`src/rtl/game_sequencer.sv`:
```
// Game flow sequencer: IDLE/RUN/PAUSED/OVER control, BCD score keeping
// and a score-dependent move strobe.
module game_sequencer #(
    parameter int unsigned TEST_N = 0
) (
    input  logic       clk,
    input  logic       reset,
    input  logic       start,
    input  logic       pause,
    input  logic       collision,
    input  logic       point,
    input  logic [2:0] switches,
    output logic       move,
    output logic       freeze,
    output logic [3:0] bcd0,
    output logic [3:0] bcd1,
    output logic [3:0] bcd2,
    output logic [3:0] bcd3,
    output logic [3:0] bcd4,
    output logic [3:0] bcd5,
    output logic [1:0] state,
    output logic       game_over
);

    typedef enum logic [1:0] {
        IDLE   = 2'd0,
        RUN    = 2'd1,
        PAUSED = 2'd2,
        OVER   = 2'd3
    } state_e;

    state_e      state_q, state_d;
    logic [31:0] cnt_q, cnt_d;
    logic [23:0] score_q, score_d;
    logic [23:0] score_inc;
    logic        carry;
    logic [19:0] score_bin;
    logic [31:0] period;

    assign bcd0 = score_q[3:0];
    assign bcd1 = score_q[7:4];
    assign bcd2 = score_q[11:8];
    assign bcd3 = score_q[15:12];
    assign bcd4 = score_q[19:16];
    assign bcd5 = score_q[23:20];

    assign score_bin = 20'(bcd0)
                     + 20'(bcd1) * 20'd10
                     + 20'(bcd2) * 20'd100
                     + 20'(bcd3) * 20'd1000
                     + 20'(bcd4) * 20'd10000
                     + 20'(bcd5) * 20'd100000;

    always_comb begin
        if (TEST_N != 0)              period = 32'(TEST_N);
        else if (switches == 3'b010)  period = 32'd500;
        else if (score_bin < 20'd5)   period = 32'd400;
        else if (score_bin < 20'd10)  period = 32'd380;
        else if (score_bin < 20'd20)  period = 32'd360;
        else if (score_bin < 20'd30)  period = 32'd340;
        else if (score_bin < 20'd35)  period = 32'd320;
        else if (score_bin < 20'd40)  period = 32'd300;
        else if (score_bin < 20'd45)  period = 32'd280;
        else if (score_bin < 20'd50)  period = 32'd260;
        else if (score_bin < 20'd55)  period = 32'd240;
        else if (score_bin < 20'd60)  period = 32'd220;
        else                          period = 32'd200;
    end

    // Ripple-carry BCD increment; saturation is applied by the caller.
    always_comb begin
        score_inc = score_q;
        carry     = 1'b1;
        for (int k = 0; k < 6; k++) begin
            if (carry) begin
                if (score_q[4*k +: 4] == 4'd9) begin
                    score_inc[4*k +: 4] = 4'd0;
                end else begin
                    score_inc[4*k +: 4] = score_q[4*k +: 4] + 4'd1;
                    carry = 1'b0;
                end
            end
        end
    end

    assign move      = (state_q == RUN) && (cnt_q >= period);
    assign freeze    = (state_q != RUN);
    assign game_over = (state_q == OVER);
    assign state     = state_q;

    always_comb begin
        state_d = state_q;
        cnt_d   = cnt_q;
        score_d = score_q;
        unique case (state_q)
            IDLE: begin
                if (start) begin
                    state_d = RUN;
                    cnt_d   = 32'd0;
                    score_d = 24'd0;
                end
            end
            RUN: begin
                if (collision) begin
                    state_d = OVER;
                    cnt_d   = 32'd0;
                end else begin
                    if (point && score_q != 24'h999999) score_d = score_inc;
                    // The counter only advances while RUN is kept.
                    if (move)       cnt_d = 32'd0;
                    else if (pause) cnt_d = cnt_q;
                    else            cnt_d = cnt_q + 32'd1;
                    if (pause) state_d = PAUSED;
                end
            end
            PAUSED: begin
                if (start) begin
                    state_d = RUN;
                    cnt_d   = 32'd0;
                    score_d = 24'd0;
                end else if (pause) begin
                    state_d = RUN;
                end
            end
            OVER: begin
                if (start) begin
                    state_d = RUN;
                    cnt_d   = 32'd0;
                    score_d = 24'd0;
                end
            end
        endcase
    end

    always_ff @(posedge clk or negedge reset) begin
        if (!reset) begin
            state_q <= IDLE;
            cnt_q   <= 32'd0;
            score_q <= 24'd0;
        end else begin
            state_q <= state_d;
            cnt_q   <= cnt_d;
            score_q <= score_d;
        end
    end

endmodule

```
`config.mk`:
```
export PLATFORM = sky130hd
export DESIGN_NAME = game_sequencer
export DESIGN_NICKNAME = d
export VERILOG_FILES = /design/src/rtl/game_sequencer.sv
export SDC_FILE = /design/constraint.sdc
export NUM_CORES = 1
export LEC_CHECK = 0
export CAP_MARGIN = 10
export CORE_ASPECT_RATIO = 0.8
export CORE_MARGIN = 4
export CORE_UTILIZATION = 45
export DETAILED_ROUTE_END_ITERATION = 10
export REMOVE_ABC_BUFFERS = 1
export SYNTH_ARGS = -nofsm -noshare
export SYNTH_HDL_FRONTEND = slang
export SYNTH_SLANG_ARGS = --single-unit
```
`constraint.sdc`:
```
create_clock -name clk -period 12.1 [get_ports clk]
set_input_delay 2.42 -clock clk [delete_from_list [all_inputs] [get_ports clk]]
set_output_delay 2.42 -clock clk [all_outputs]
set_load 0.05 [all_outputs]
```
## After elaboration in Yosys (flattened, before gate mapping)

Cells that the tools add are included.

- Register bits: 58
- Input port bits: 9
- Output and inout port bits: 29
- Logic and storage cells: 119

- Add/subtract/negate cells: 12
- $mul: 5
- Magnitude comparators: 11
- Equality and inequality tests: 24
- Muxes and demuxes: 46
- Reductions and logical operators: 13

Operators with widths:

| kind | count |
|---|---|
| two-way mux 32 bit | 5 |
| less-than comparator 20 x 6 -> 1 bit, second input constant | 6 |
| two-way mux 24 bit | 3 |
| two-way mux 9 bit | 8 |
| one-hot mux 32 bit (2 select lines) | 1 |
| one-hot mux 24 bit (2 select lines) | 1 |
| two-way mux 4 bit | 11 |
| less-than comparator 20 x 5 -> 1 bit, second input constant | 2 |
| adder 32 x 1 -> 32 bit, second input constant | 1 |
| >= comparator 32 bit | 1 |
| adder 4 x 1 -> 4 bit, second input constant | 6 |
| equality test 4 bit, second input constant | 6 |
| inequality test 24 bit, second input constant | 1 |
| adder 19 x 20 -> 20 bit | 1 |
| less-than comparator 20 x 3 -> 1 bit, second input constant | 1 |
| less-than comparator 20 x 4 -> 1 bit, second input constant | 1 |
| AND reduction 4 bit | 5 |
| adder 15 x 18 -> 19 bit | 1 |
| adder 12 x 14 -> 15 bit | 1 |
| multiplier 4 x 12 -> 15 bit, second input constant | 1 |
| multiplier 4 x 10 -> 14 bit, second input constant | 1 |
| adder 9 x 11 -> 12 bit | 1 |
| inequality test 2 bit, second input constant | 6 |
| multiplier 4 x 7 -> 11 bit, second input constant | 1 |
| 20 further kinds | 39 |

## Longest topological paths before layout

Gate-level depths: netlist of run 1.

- Depth in word-level cells: 23
- Depth in mapped cells: 35
- Mapped depth without buffers: 33

## Least setup slack after synthesis of run 1

No wires, ideal clock.

- Kind: register -> output
- Start point: reg score_q[15]
- End point: out move
- Arrival time: 7564 ps
- Data required time: 9680 ps
- Slack: 2116 ps
- Cell stages (with the launch flop): 30
- Buffers on the path: 1
- Cells stage by stage: dfrtp_1 -> fa_1 -> fa_1 -> ha_1 -> a21o_1 -> a21oi_1 -> o21bai_1 -> a22oi_1 -> xor2_1 -> fa_1 -> inv_1 -> ha_1 -> ha_1 -> ha_1 -> buf_2 -> and3_1 -> nor2b_1 -> a311o_1 -> o21ba_2 -> mux2i_1 -> a221o_1 -> nor4_4 -> a21o_1 -> ha_1 -> a21bo_2 -> a21o_1 -> a21oi_1 -> o21ai_0 -> a31oi_1 -> nor2_1

- Cells in the longest elaborated chain, start to end: 18
- Elaborated cells between the ends (all ways): 27

Ends and longest elaborated chain:

| item | RTL line | source |
|---|---|---|
| from (decl) | 34 | `logic [23:0] score_q, score_d;` |
| from (signal assigned) | 143 | `score_q <= score_d;` |
| multiplier 4 x 7 -> 11 bit (*) | 50 | `+ 20'(bcd3) * 20'd1000` |
| adder 12 x 14 -> 15 bit (*) | 50 |  |
| adder 15 x 18 -> 19 bit (*) | 51 | `+ 20'(bcd4) * 20'd10000` |
| adder 19 x 20 -> 20 bit (*) | 52 | `+ 20'(bcd5) * 20'd100000;` |
| less-than comparator 20 x 6 -> 1 bit | 66 | `else if (score_bin < 20'd60) period = 32'd220;` |
| two-way mux 5 bit | 66 |  |
| two-way mux 6 bit | 65 | `else if (score_bin < 20'd55) period = 32'd240;` |
| two-way mux 9 bit | 64 | `else if (score_bin < 20'd50) period = 32'd260;` |
| [... 2 more ...] | - |  |
| two-way mux 9 bit | 61 | `else if (score_bin < 20'd35) period = 32'd320;` |
| two-way mux 9 bit | 60 | `else if (score_bin < 20'd30) period = 32'd340;` |
| two-way mux 9 bit | 59 | `else if (score_bin < 20'd20) period = 32'd360;` |
| two-way mux 9 bit | 58 | `else if (score_bin < 20'd10) period = 32'd380;` |
| two-way mux 9 bit (*) | 57 | `else if (score_bin < 20'd5) period = 32'd400;` |
| two-way mux 32 bit (*) | 56 | `else if (switches == 3'b010) period = 32'd500;` |
| >= comparator 32 bit (*) | 86 | `assign move = (state_q == RUN) && (cnt_q >= period);` |
| logical AND 1 bit (*) | 86 |  |
| to (decl) | 13 | `output logic move,` |

Every way passes the cells marked *; elsewhere a longest branch is shown, timed or not.

## Final worst setup path of run 1

- Start point: reg score_q[13]
- End point: out move

Same word-level chain as after synthesis.

==> flow_metrics.tcl, run 1 <==
set metrics [dict create \
    relSlewSlack 0.3165 \
    synthArstFlopShare 1.000 \
    dp_hpwl_um 12940 \
    crit_slowest_cell "clkdlybuf4s50_1" \
    vias 5618 \
    hp-class "reg -> reg" \
    drc_errors 0 \
    synth_top_area_frac 0.2242 \
    die_area_sq_um 17310 \
    fin_crit_sh 0.9138 \
    finalHoldViolations 0 \
    die_y_um 118.5 \
    yosysSeqAreaShare 0.2114 \
    cp-start-kind "flip-flop" \
    cts_inserted_buffers 9 \
    drtIter0Drc 436 \
    final_cell_mix "123 x ha_1, 97 x inv_1, 76 x nor2_1" \
    grt_max_degree 59 \
    cap_violations 0 \
    fin_setup_tns_ns 0 \
    slew_violations 0 \
    wl_um 16270 \
    dr.pass1.iters 5 \
    antenna_left 0 \
    grt_busiest_layer "met1" \
    viasPerCell 5.535 \
    crit_top_cell "ha_1" \
    critPathCaptureType "primary output" \
    track_usage 0.1907 \
    mostFrequentLayoutCell "ha_1" \
    yosysTopAreaCell "ha_1" \
    root_buffer "clkbuf_16" \
    synthCells 787 \
    ctsResizeCount 0 \
    grt_pass1_wl_um 26950 \
    die_w_um 146.1 \
    initial_core_util 0.4587 \
    synth_ff_type "dfrtp_1" \
    max_freq_mhz 90.44 \
    rrSetupSlack_ns 3.59 \
    worstPathRequired_ns 9.68 \
    cts.sinks 58 \
    ys_seq_elements 58 \
    synth.avg_cell_area_sq_um 8.722 \
    fin_crit_ns 11.06 \
    syn_to_final_growth_pct 12.34 \
    synth_edf_count 0 \
    grt_use_met3 0.02223 \
    path_buf_inv 2 \
    fin_nets 990 \
    synth_area_leaders "ha_1 22%, dfrtp_1 21%, fa_1 11%" \
    outcome "finished clean" \
    post_cts.repair.setup_buffers 0 \
    insertion_delay_ns 0.34 \
    wire_per_inst_um 16.02 \
    whs_ns 0.4881 \
    h-tree-depth 3 \
    crit_type "reg -> out" \
    clockBufferDepth 2 \
    synth_area_sq_um 6864 \
    ios 38 \
    crit_arrival_ns 8.64 \
    io_buffers 37 \
    cp_max_fo 8 \
    antenna_found_initial 0 \
    critPathTopFamily "adder cells" \
    yosysWarnings 0 \
    grt_pass1_vias 5305 \
    antenna_cells 0 \
    place.gp.congestion 0.8583 \
    rsz0062_at_grt "false" \
    grtUsageMet1 0.3000 \
    finClkSkew_ns 0.006332 \
    cts_hold_buf 0 \
    setup_viol 0 \
    drive_gt1_frac 0.04116 \
    slowest_delay_ns 0.71 \
    core.rowCount 40 \
    worstMarginPinSlew_ns 1.025 \
    grt_util_met2 0.2756 \
    core_area_sq_um 14960 \
    cts_tree "yes" \
    overflow 0 \
    synth_cell_type_count 64 \
    clkSlewWorstSetupHoldPaths_ns 0.05 \
]
## sequential cells by signal, summed over array words and instances (netlist names)
register,flops
cnt_q,32
score_q,24
state,2
## Yosys cell counts (15+ instances only)
cell type	number
inv_1	97
nor2_1	76
a21oi_1	49
xor2_1	15
a21o_1	16
nand3_1	20
o21ai_0	43
xnor2_1	22
ha_1	123
dfrtp_1	58
nand2_1	46
fa_1	37
## through the flow
stage / setup slack [ns] / utilization / instance area [sq um] / instances
6_report: 1.043 / 0.5153 / 7711 / 1015
5_1_grt: 0.6358 / 0.5153 / 7711 / 1015
4_1_cts: 1.013 / 0.5153 / 7711 / 1015
3_5_place_dp: 1.399 / 0.4957 / 7417 / 999
3_3_place_gp: 1.531 / 0.4957 / 7417 / 999
2_1_floorplan: 2.145 / - / 6800 / 771
## routing by layer
layer	wire, um	up-vias
li1	-	2818
met1	8679	2673
met2	6733	111
met3	656	16
met4	196	0
met5	0	-
## cells by family (layout without fill, tap and decap cells)
kind of cell / after synthesis / after routing / share of synthesized area
xor gates and xnor gates: 37 / 37 / 0.04721
DFF: 58 / 58 / 0.2114
AOI/OAI and AO/OA: 178 / 178 / 0.1666
muxes: 8 / 8 / 0.01203
adders and majority gates: 160 / 160 / 0.3321
buffers and inverters: 113 / 152 / 0.06234
and+or+nand+nor: 233 / 233 / 0.1682
## path summary, 6_finish.rpt
| check | endpoint | cells past startpoint | startpoint |
|---|---|---|---|
| setup / recovery | move | 31 | score_q[13] |
| hold / removal | cnt_q[31] | 1 | cnt_q[31] |
| setup reg to reg | cnt_q[31] | 31 | score_q[13] |
| hold reg to reg | cnt_q[31] | 1 | cnt_q[31] |
| max in group asynchronous | score_q[23] | 2 | reset |
| min in group asynchronous | cnt_q[2] | 2 | reset |
## area by class of cell
type,count,area (sq um)
Clock buffer,9,225.2
Clock inverter,7,68.82
Fill cell,1389,7253
Inverter,97,364.1
Multi-Input combinational cell,616,4985
Sequential cell,58,1451
Tap cell,189,236.5
Timing Repair Buffer,39,380.4
## worst reg2reg max path, delay by kind of cell (launching register included)
kind,cells,cell delay [ns]
AND/OR/NAND/NOR,5,1.12
XOR/XNOR,1,0.29
buffers and inverters,1,0.07
multiplexers,1,0.12
adder cells (fa/ha/maj),8,3.01
AO/OA/AOI/OAI,15,3.41
flip-flops,1,0.48
Power of run 1 is left out: the tool's default activity adds up to more than one toggle a clock period on the data nets, which glitch-free logic cannot reach.
==> run 2, diff against run 1 <==
--- a/config.mk
+++ b/config.mk
@@ -10,6 +10,7 @@
 export CORE_MARGIN = 4
 export CORE_UTILIZATION = 45
 export DETAILED_ROUTE_END_ITERATION = 10
+export PLACE_DENSITY_LB_ADDON = 0.3
 export REMOVE_ABC_BUFFERS = 1
 export SYNTH_ARGS = -nofsm -noshare
 export SYNTH_HDL_FRONTEND = slang
==> flow_metrics.tcl, run 2 (synthesized netlist as in run 1, its figures left out) <==
set metrics [dict create \
    hold_end "cnt_q[31]" \
    grt_pass1_vias 5313 \
    critPathCaptureType "primary output" \
    antenna_cells 0 \
    worstPathRequired_ns 9.68 \
    track_usage 0.1883 \
    root_buffer "clkbuf_16" \
    drtIter0Drc 384 \
    fin_nets 990 \
    insertion_delay_ns 0.33 \
    antenna_left 0 \
    viasPerCell 5.587 \
    fin_crit_sh 0.9107 \
    vias 5671 \
    cts.sinks 58 \
    syn_to_final_growth_pct 12.83 \
    clkSlewWorstSetupHoldPaths_ns 0.06 \
    cts_hold_buf 0 \
    relSlewSlack 0.3013 \
    crit_slowest_cell "clkdlybuf4s50_1" \
    hp-start "cnt_q[31]" \
    slew_violations 0 \
    cts_tree "yes" \
    critPathTopFamily "adder cells" \
    layout_setup_ws_ns 1.081 \
    worstMarginPinSlew_ns 1.048 \
    dp_hpwl_um 12420 \
    grt_max_degree 59 \
    whs_ns 0.4837 \
    fin_crit_ns 11.02 \
    die_area_sq_um 17310 \
    clockBufferDepth 2 \
    h-tree-depth 3 \
    crit_type "reg -> out" \
    die_w_um 146.1 \
    hold_path_depth 1 \
    antenna_found_initial 0 \
    fin_setup_tns_ns 0 \
    timing.rr.end "cnt_q[31]" \
    multi_input_area_sq_um 4985 \
    rrSetupSlack_ns 3.61 \
    mostFrequentLayoutCell "ha_1" \
    cts_inserted_buffers 9 \
    outcome "finished clean" \
    worst_r2r_startpoint "score_q[13]" \
    dp_slack_ns 1.463 \
    wl_um 15950 \
    cp_max_fo 8 \
    max_freq_mhz 90.75 \
    final_cell_mix "123 x ha_1, 97 x inv_1, 76 x nor2_1" \
    die_y_um 118.5 \
    finalHoldViolations 0 \
    dr.pass1.iters 5 \
    rsz0062_at_grt "false" \
    ctsResizeCount 0 \
    reg2regPathDepth 31 \
    wire_per_inst_um 15.71 \
    setup_viol 0 \
    ios 38 \
    cp-start-kind "flip-flop" \
    seq_area_sq_um 1451 \
    place.gp.congestion 0.8758 \
    core.rowCount 40 \
    largest_reg_flops 32 \
    core_area_sq_um 14960 \
    top_register "cnt_q" \
    initial_core_util 0.4587 \
    io_buffers 37 \
    finClkSkew_ns 0.009624 \
    grt_pass1_wl_um 27020 \
    hp-class "reg -> reg" \
    drive_gt1_frac 0.04116 \
    path_buf_inv 2 \
    slowest_delay_ns 0.70 \
    crit_arrival_ns 8.60 \
    cap_violations 0 \
    crit_top_cell "ha_1" \
    post_cts.repair.setup_buffers 0 \
    overflow 0 \
    drc_errors 0 \
    fillCellCount 1362 \
]
run 2: per-stage QoR:
stage          cells    util  cell area, sq um
2_1_floorplan    771       -              6800
3_3_place_gp     999  0.4957              7417
3_5_place_dp     999  0.4957              7417
4_1_cts         1015  0.5176              7745
5_1_grt         1015  0.5176              7745
6_report        1015  0.5176              7745
run 2: worst max-delay path by stage:
stage | start | endpoint | slack, ns | depth (start not counted)
floorplan | score_q[15] | move | 2.14 | 28
global placement | score_q[13] | move | 1.56 | 29
detailed placement | score_q[13] | move | 1.46 | 31
CTS | score_q[13] | move | 1.08 | 31
global route | score_q[13] | move | 0.60 | 31
finish | score_q[13] | move | 1.08 | 31
run 2: cell type report:
type,count,area share
inverters,97,0.04701
repair buffers,39,0.04911
flip-flops and latches,58,0.1874
clock inverters,6,0.01147
multi-input cells,616,0.6436
clock buffers,10,0.03086
well taps,189,0.03053
run 2: routing by layer:
metal / track usage / vias to the layer above / part of all wire
li1: - / 2817 / -
met1: 0.3039 / 2689 / 0.54
met2: 0.2690 / 154 / 0.41
met3: 0.02530 / 11 / 0.043
met4: 0.03173 / 0 / 0.0082
met5: 0 / - / 0
run 2: worst reg2reg max path: cells and delay by family, from the launching register on:
family	cells	cell delay [ns]
muxes	1	0.11
AOI/OAI and AO/OA	15	3.37
and+or+nand+nor	5	1.11
DFF	1	0.48
buffers and inverters	1	0.04
xor gates and xnor gates	1	0.12
adders and majority gates	8	3.15
Power of run 2 is left out for the same reason.
